`config.mk`:
```
export PLATFORM = sky130hd
export DESIGN_NAME = apb_slave_router_flat
export DESIGN_NICKNAME = d
export VERILOG_FILES = /design/src/rtl/apb_slave_router_if.sv /design/src/rtl/apb_slave_router.sv /design/src/flat_wrapper.sv
export SDC_FILE = /design/constraint.sdc
export NUM_CORES = 1
export LEC_CHECK = 0
export ABC_AREA = 1
export BUFFER_PORTS_ARGS = -buffer_cell sky130_fd_sc_hd__buf_2
export CAP_MARGIN = 15
export CELL_PAD_IN_SITES_DETAIL_PLACEMENT = 1
export CELL_PAD_IN_SITES_GLOBAL_PLACEMENT = 2
export CORE_MARGIN = 5
export CORE_UTILIZATION = 21
export DETAILED_ROUTE_END_ITERATION = 7
export PLACE_DENSITY_LB_ADDON = 0.2
export SLEW_MARGIN = 25
export SYNTH_ARGS = -nofsm -noshare
export SYNTH_HDL_FRONTEND = slang
export SYNTH_SLANG_ARGS = --single-unit
```
`constraint.sdc`:
```
create_clock -name clk -period 1.86 [get_ports clk]
set_input_delay 0.279 -clock clk [delete_from_list [all_inputs] [get_ports clk]]
set_output_delay 0.279 -clock clk [all_outputs]
set_load 0.005 [all_outputs]
```
`src/rtl/apb_slave_router_if.sv`:
```
// apb_slave_router_if: APB master-side bus plus the fanned-out slave-side bus of the router
interface apb_slave_router_if #(
  parameter int NUM_SLAVES = 4,
  parameter int ADDR_W     = 32,
  parameter int DATA_W     = 32
);
  logic                         PSEL;
  logic                         PENABLE;
  logic                         PWRITE;
  logic [ADDR_W-1:0]            PADDR;
  logic [DATA_W-1:0]            PWDATA;
  logic [DATA_W/8-1:0]          PSTRB;
  logic                         PREADY;
  logic                         PSLVERR;
  logic [DATA_W-1:0]            PRDATA;
  logic [NUM_SLAVES-1:0]        PSEL_S;
  logic                         PENABLE_S;
  logic                         PWRITE_S;
  logic [ADDR_W-1:0]            PADDR_S;
  logic [DATA_W-1:0]            PWDATA_S;
  logic [DATA_W/8-1:0]          PSTRB_S;
  logic [NUM_SLAVES-1:0]        PREADY_S;
  logic [NUM_SLAVES-1:0]        PSLVERR_S;
  logic [NUM_SLAVES*DATA_W-1:0] PRDATA_S;
  modport slave (
    input  PSEL, PENABLE, PWRITE, PADDR, PWDATA, PSTRB,
    output PREADY, PSLVERR, PRDATA,
    output PSEL_S, PENABLE_S, PWRITE_S, PADDR_S, PWDATA_S, PSTRB_S,
    input  PREADY_S, PSLVERR_S, PRDATA_S
  );
  modport master (
    output PSEL, PENABLE, PWRITE, PADDR, PWDATA, PSTRB,
    input  PREADY, PSLVERR, PRDATA,
    input  PSEL_S, PENABLE_S, PWRITE_S, PADDR_S, PWDATA_S, PSTRB_S,
    output PREADY_S, PSLVERR_S, PRDATA_S
  );
endinterface

```
`src/rtl/apb_slave_router.sv`:
```
// apb_slave_router: registered APB bridge routing one master to NUM_SLAVES slaves by address field.
// Define APB_TIMEOUT_EN to abort slave accesses that stay unready for TIMEOUT_CYCLES cycles.
module apb_slave_router #(
  parameter int NUM_SLAVES     = 4,
  parameter int ADDR_W         = 32,
  parameter int DATA_W         = 32,
  parameter int SEL_LSB        = 12,
  parameter int SEL_W          = 4,
  parameter int TIMEOUT_CYCLES = 255
) (
  input  logic              clk,
  input  logic              rst,
  apb_slave_router_if.slave bus,
  output logic              busy
);
  localparam int IW = NUM_SLAVES > 1 ? $clog2(NUM_SLAVES) : 1;
  if (NUM_SLAVES < 1 || NUM_SLAVES > 16 || DATA_W % 8 != 0 || TIMEOUT_CYCLES < 1 || SEL_W < IW) begin : g_bad_params
    $error("apb_slave_router: illegal parameter set");
  end
  typedef enum logic [1:0] {IDLE, S_SETUP, S_ACCESS, RESP} state_t;
  state_t              state_q, state_d;
  logic [IW-1:0]       idx_q, idx_d;
  logic                pwrite_q, pwrite_d;
  logic [ADDR_W-1:0]   paddr_q, paddr_d;
  logic [DATA_W-1:0]   pwdata_q, pwdata_d;
  logic [DATA_W/8-1:0] pstrb_q, pstrb_d;
  logic                err_q, err_d;
  logic [DATA_W-1:0]   rdata_q, rdata_d;
  logic [SEL_W-1:0]    sel_raw;
  logic                mapped;
  logic                expired;
  assign sel_raw = bus.PADDR[SEL_LSB +: SEL_W];
  assign mapped  = 32'(sel_raw) < NUM_SLAVES;
`ifdef APB_TIMEOUT_EN
  localparam int CW = $clog2(TIMEOUT_CYCLES + 1) > 8 ? $clog2(TIMEOUT_CYCLES + 1) : 8;
  logic [CW-1:0] cnt_q, cnt_d;
  // cnt_q counts unready ACCESS cycles already spent; abort at the last permitted one
  assign expired = cnt_q == CW'(TIMEOUT_CYCLES - 1);
  assign cnt_d   = state_q == S_ACCESS ? cnt_q + 1'b1 : '0;
  always_ff @(posedge clk)
    if (rst) cnt_q <= '0;
    else cnt_q <= cnt_d;
`else
  assign expired = 1'b0;
`endif
  always_comb begin
    state_d  = state_q;
    idx_d    = idx_q;
    pwrite_d = pwrite_q;
    paddr_d  = paddr_q;
    pwdata_d = pwdata_q;
    pstrb_d  = pstrb_q;
    err_d    = err_q;
    rdata_d  = rdata_q;
    case (state_q)
      IDLE: if (bus.PSEL && !bus.PENABLE) begin
        idx_d    = sel_raw[IW-1:0];
        pwrite_d = bus.PWRITE;
        paddr_d  = bus.PADDR;
        pwdata_d = bus.PWDATA;
        pstrb_d  = bus.PSTRB;
        err_d    = !mapped;
        rdata_d  = '0;
        state_d  = mapped ? S_SETUP : RESP;
      end
      S_SETUP: state_d = S_ACCESS;
      S_ACCESS: if (bus.PREADY_S[idx_q]) begin
        err_d   = bus.PSLVERR_S[idx_q];
        rdata_d = pwrite_q ? '0 : bus.PRDATA_S[int'(idx_q)*DATA_W +: DATA_W];
        state_d = RESP;
      end else if (expired) begin
        err_d   = 1'b1;
        rdata_d = '0;
        state_d = RESP;
      end
      default: state_d = IDLE;
    endcase
  end
  always_ff @(posedge clk)
    if (rst) begin
      state_q  <= IDLE;
      idx_q    <= '0;
      pwrite_q <= 1'b0;
      paddr_q  <= '0;
      pwdata_q <= '0;
      pstrb_q  <= '0;
      err_q    <= 1'b0;
      rdata_q  <= '0;
    end else begin
      state_q  <= state_d;
      idx_q    <= idx_d;
      pwrite_q <= pwrite_d;
      paddr_q  <= paddr_d;
      pwdata_q <= pwdata_d;
      pstrb_q  <= pstrb_d;
      err_q    <= err_d;
      rdata_q  <= rdata_d;
    end
  assign bus.PSEL_S    = state_q == S_SETUP || state_q == S_ACCESS ? NUM_SLAVES'(1) << idx_q : '0;
  assign bus.PENABLE_S = state_q == S_ACCESS;
  assign bus.PWRITE_S  = pwrite_q;
  assign bus.PADDR_S   = paddr_q;
  assign bus.PWDATA_S  = pwdata_q;
  assign bus.PSTRB_S   = pstrb_q;
  assign bus.PREADY    = state_q == RESP;
  assign bus.PSLVERR   = state_q == RESP && err_q;
  assign bus.PRDATA    = state_q == RESP ? rdata_q : '0;
  assign busy          = state_q != IDLE;
endmodule

```
`src/flat_wrapper.sv`:
```
// flat-port wrapper written by rule: the top's interface ports become plain ports
module apb_slave_router_flat 
#(
  parameter int NUM_SLAVES     = 4,
  parameter int ADDR_W         = 32,
  parameter int DATA_W         = 32,
  parameter int SEL_LSB        = 12,
  parameter int SEL_W          = 4,
  parameter int TIMEOUT_CYCLES = 255
)
  (clk, rst, busy, bus_PSEL, bus_PENABLE, bus_PWRITE, bus_PADDR, bus_PWDATA, bus_PSTRB, bus_PREADY, bus_PSLVERR, bus_PRDATA, bus_PSEL_S, bus_PENABLE_S, bus_PWRITE_S, bus_PADDR_S, bus_PWDATA_S, bus_PSTRB_S, bus_PREADY_S, bus_PSLVERR_S, bus_PRDATA_S);
  apb_slave_router_if #(.NUM_SLAVES(NUM_SLAVES), .ADDR_W(ADDR_W), .DATA_W(DATA_W)) bus_i ();
  input  logic clk;
  input  logic rst;
  output logic busy;
  input wire logic [$bits(bus_i.PSEL)-1:0] bus_PSEL;
  input wire logic [$bits(bus_i.PENABLE)-1:0] bus_PENABLE;
  input wire logic [$bits(bus_i.PWRITE)-1:0] bus_PWRITE;
  input wire logic [$bits(bus_i.PADDR)-1:0] bus_PADDR;
  input wire logic [$bits(bus_i.PWDATA)-1:0] bus_PWDATA;
  input wire logic [$bits(bus_i.PSTRB)-1:0] bus_PSTRB;
  output wire logic [$bits(bus_i.PREADY)-1:0] bus_PREADY;
  output wire logic [$bits(bus_i.PSLVERR)-1:0] bus_PSLVERR;
  output wire logic [$bits(bus_i.PRDATA)-1:0] bus_PRDATA;
  output wire logic [$bits(bus_i.PSEL_S)-1:0] bus_PSEL_S;
  output wire logic [$bits(bus_i.PENABLE_S)-1:0] bus_PENABLE_S;
  output wire logic [$bits(bus_i.PWRITE_S)-1:0] bus_PWRITE_S;
  output wire logic [$bits(bus_i.PADDR_S)-1:0] bus_PADDR_S;
  output wire logic [$bits(bus_i.PWDATA_S)-1:0] bus_PWDATA_S;
  output wire logic [$bits(bus_i.PSTRB_S)-1:0] bus_PSTRB_S;
  input wire logic [$bits(bus_i.PREADY_S)-1:0] bus_PREADY_S;
  input wire logic [$bits(bus_i.PSLVERR_S)-1:0] bus_PSLVERR_S;
  input wire logic [$bits(bus_i.PRDATA_S)-1:0] bus_PRDATA_S;
  assign bus_i.PSEL = bus_PSEL;
  assign bus_i.PENABLE = bus_PENABLE;
  assign bus_i.PWRITE = bus_PWRITE;
  assign bus_i.PADDR = bus_PADDR;
  assign bus_i.PWDATA = bus_PWDATA;
  assign bus_i.PSTRB = bus_PSTRB;
  assign bus_PREADY = bus_i.PREADY;
  assign bus_PSLVERR = bus_i.PSLVERR;
  assign bus_PRDATA = bus_i.PRDATA;
  assign bus_PSEL_S = bus_i.PSEL_S;
  assign bus_PENABLE_S = bus_i.PENABLE_S;
  assign bus_PWRITE_S = bus_i.PWRITE_S;
  assign bus_PADDR_S = bus_i.PADDR_S;
  assign bus_PWDATA_S = bus_i.PWDATA_S;
  assign bus_PSTRB_S = bus_i.PSTRB_S;
  assign bus_i.PREADY_S = bus_PREADY_S;
  assign bus_i.PSLVERR_S = bus_PSLVERR_S;
  assign bus_i.PRDATA_S = bus_PRDATA_S;
  apb_slave_router #(.NUM_SLAVES(NUM_SLAVES), .ADDR_W(ADDR_W), .DATA_W(DATA_W), .SEL_LSB(SEL_LSB), .SEL_W(SEL_W), .TIMEOUT_CYCLES(TIMEOUT_CYCLES)) u_core (.clk(clk), .rst(rst), .bus(bus_i), .busy(busy));
endmodule
```
==> reports/qor.yml <==
synth:
  ys_ff_latch: 104
  ys_seq_area_share_pct: 38.44
  syn_nets: 1095
  syn_avg_cell_area_um2: 6.141
  syn_area_mm2: 0.005416
  synth_area_leaders: "dfxtp_1 (38%), nand2_1 (24%), nand3_1 (9.3%), a21oi_1 (6.7%), inv_1 (5.1%)"
  synth_top_cell_area_share_pct: 38.44
  yosysTopAreaCell: "dfxtp_1"
  syn-instance-count: 882
  yosysWarnings: 0
  yosysUniqueCellTypes: 19
placement:
  io_buffers: 317
  place_congestion: 0.7309
  place_hpwl_um: 18050
  placedCellCount: 1482
global_routing:
  grt_pass1_wl_um: 38410
  grt_pass1_vias: 6996
  overflow: 0
  grt_max_degree: 68
  antenna_found_initial: 8
  grt_use_total_pct: 16.52
worst_hold_path:
  hold_class: "input port to flop"
worst_setup_path:
  worstPathMaxFanout: 5
  crit_chain: "inv_1 -> ha_2 -> inv_1 -> nor3_1 -> buf_2"
  cpMaxStageDelayCell: "dfxtp_2"
  startpoint_type: "flop"
  worstSetupEndpointType: "output port"
  worstPathRequired_ns: 1.58
  arrival_ns: 1.51
  max_stage_delay_ns: 0.36
  crit_top_cell: "inv_1"
  criticalPathCategory: "flop to output port"
job:
  cap_violations: 0
status:
  status: "complete, no violations"
timing:
  setup-tns-final_ns: 0
  fin_skew_ns: 0.01287
  slew_violations: 0
  rsz0062_at_grt: "true"
  setup_violations: 0
  fmax_mhz: 560.2
  finalHoldViolCount: 0
  fin_crit_sh_pct: 95.97
  hold-worst-slack_ns: 0.1858
  tightest_slew_ns: 0.5560
  max_slew_margin_pct: 62.93
  period_needed_ns: 1.785
cts:
  cts_hold_buffers: 0
  cts_max_level: 3
  cts_setup_buffers: 0
  path_clk_slew_ns: 0.08
  clock_sinks: 104
  clockRootBuffer: "clkbuf_16"
  clock_path_buffers: 2
  insertion_delay_ns: 0.35
  cts_buffers: 9
  cts_tree: "done"
pwr:
  leakage_uw: 0.004112
  clkPwrFrac_pct: 22.7
  pwr-share-comb_pct: 43.7
  peakVddDrop_mv: 0.8004
  switching_power_uw: 3567
  seqPwrFrac_pct: 33.7
  power_density_mw_per_mm2: 1103
  p_int_uw: 4949
  switching_share_pct: 41.88
die:
  core_mm2: 0.02533
  fp.dieW_um: 170.6
  rows: 58
  die_height_um: 170.6
  die_area_mm2: 0.02910
  initial_utilization_pct: 21.39
  ios: 318
finish:
  final_layout_size_suffix_gt1_share_pct: 31.51
  num-nets-final: 1376
  syn2layout_area_growth_pct: 42.53
  fin_cells: 1499
drt:
  firstDrtPassIters: 4
  avgRoutedWirePerCell_um: 16.38
  drt_iter0_markers: 215
  final_antenna_net_count: 0
  avgViaCountPerCell: 4.385
  num_vias: 6573
  wl_um: 24550
  drc: 0
## sequential cells by signal (all words and copies together), names as in the netlist
signal               cells
u_core.err_q             1
u_core.bus.PWDATA_S     32
u_core.rdata_q          32
u_core.bus.PADDR_S      32
u_core.state_q           2
u_core.bus.PWRITE_S      1
u_core.bus.PSTRB_S       4
## cells in the final DEF (no fill, tap or decap), types with 2 or more instances in the layout
cell type  synthesis  layout
a21oi_1           72      72
a31oi_1           32      32
buf_12             0      10
buf_2             13     317
buf_4              2      12
clkbuf_16          0       9
clkinv_4           0       2
dfxtp_1          104     100
dfxtp_2            0       2
dfxtp_4            0       2
ha_1               4       2
ha_2               0       2
inv_1             73      73
inv_2              2       3
inv_6              0       2
nand2_1          341     340
nand3_1          101     101
nand3_2            2       2
nor2_1            69      67
nor2_4             0       2
nor3_1             4       4
o21ai_0            7       7
## what timing repair did
| action | 4_1_cts | 5_1_grt |
|---|---|---|
| cloned | 0 | 0 |
| setup endpoints to repair | 6 | 5 |
| gates resized for setup | 3 | 1 |
| pin swaps | 0 | 0 |
| hold endpoints to repair | 0 | 0 |
## final cells by class
class / count / area [um2]
Tap cell: 330 / 412.9
Sequential cell: 104 / 2092
Antenna cell: 1 / 2.502
Timing Repair Buffer: 339 / 1877
Clock inverter: 6 / 62.56
Multi-Input combinational cell: 633 / 2759
Fill cell: 3293 / 17610
Inverter: 76 / 285.3
Clock buffer: 10 / 229.0
## metrics by stage
stage | util, % | power, uW | area (um2) | worst slack, ns
after floorplan | - | 5301 | 5416 | 0.3018
after global placement | 29.29 | 6687 | 7418 | 0.2384
after detailed placement | 29.29 | 6758 | 7418 | 0.1771
after CTS | 30.46 | 8763 | 7715 | 0.003508
after global routing | 30.47 | 9355 | 7717 | -0.04774
final | 30.48 | 8516 | 7720 | 0.07491
## critical path: cells and delay by family, from the launching register on
family,cells,cell delay [ns]
AND/OR/NAND/NOR,1,0.16
adder cells (fa/ha/maj),1,0.31
buffers and inverters,3,0.32
flip-flops,1,0.36
## routing by layer
layer	up-vias	wire, um	global-route usage (%)
met1	2999	10840	20.74
li1	3329	-	-
met2	209	11160	27.24
met4	14	186	3.333
met5	-	92	0
met3	22	2279	6.262
## worst paths after layout
kind / startpoint / to / slack (ns) / cells after the start
setup / recovery: u_core.state_q[0] / bus_PSEL_S[1] / 0.07 / 5
setup reg to reg: u_core.state_q[0] / u_core.rdata_q[24] / 0.22 / 8
hold / removal: bus_PADDR[1] / u_core.bus.PADDR_S[1] / 0.19 / 3
hold reg to reg: u_core.bus.PWDATA_S[14] / u_core.bus.PWDATA_S[14] / 0.46 / 2
## power groups by stage
| stage | clock network, uW | logic, uW | registers (uW) |
|---|---|---|---|
| 5_1_grt | 2110 | 4320 | 2930 |
| 2_1_floorplan | 0 | 2430 | 2870 |
| 3_5_place_dp | 0 | 3850 | 2910 |
| 3_3_place_gp | 0 | 3790 | 2900 |
| 6_report | 1930 | 3720 | 2870 |
| 4_1_cts | 2030 | 3860 | 2870 |
## cells in the mapped netlist
library cell and n:
nand3_1 101, clkbuf_1 46, nand2_1 341, buf_1 4
a31oi_1 32, ha_1 4, nor2_1 69, buf_6 4
a21oi_1 72, buf_4 2, inv_2 2, buf_2 13
clkinv_1 1, inv_1 73, nand3_2 2, o21ai_0 7
nor3_1 4, dfxtp_1 104, nand4_1 1
## cell families (layout without fill, tap and decap cells)
logic type,count (synthesis),after routing,share of synthesized area (%)
buf+inv,145,431,11.04
fa+ha+maj,4,4,0.9240
flops,104,104,38.44
simple gates,518,518,38.60
other cells,0,1,0
compound gates,111,111,11.00
Power figures use the tool's default switching activity.
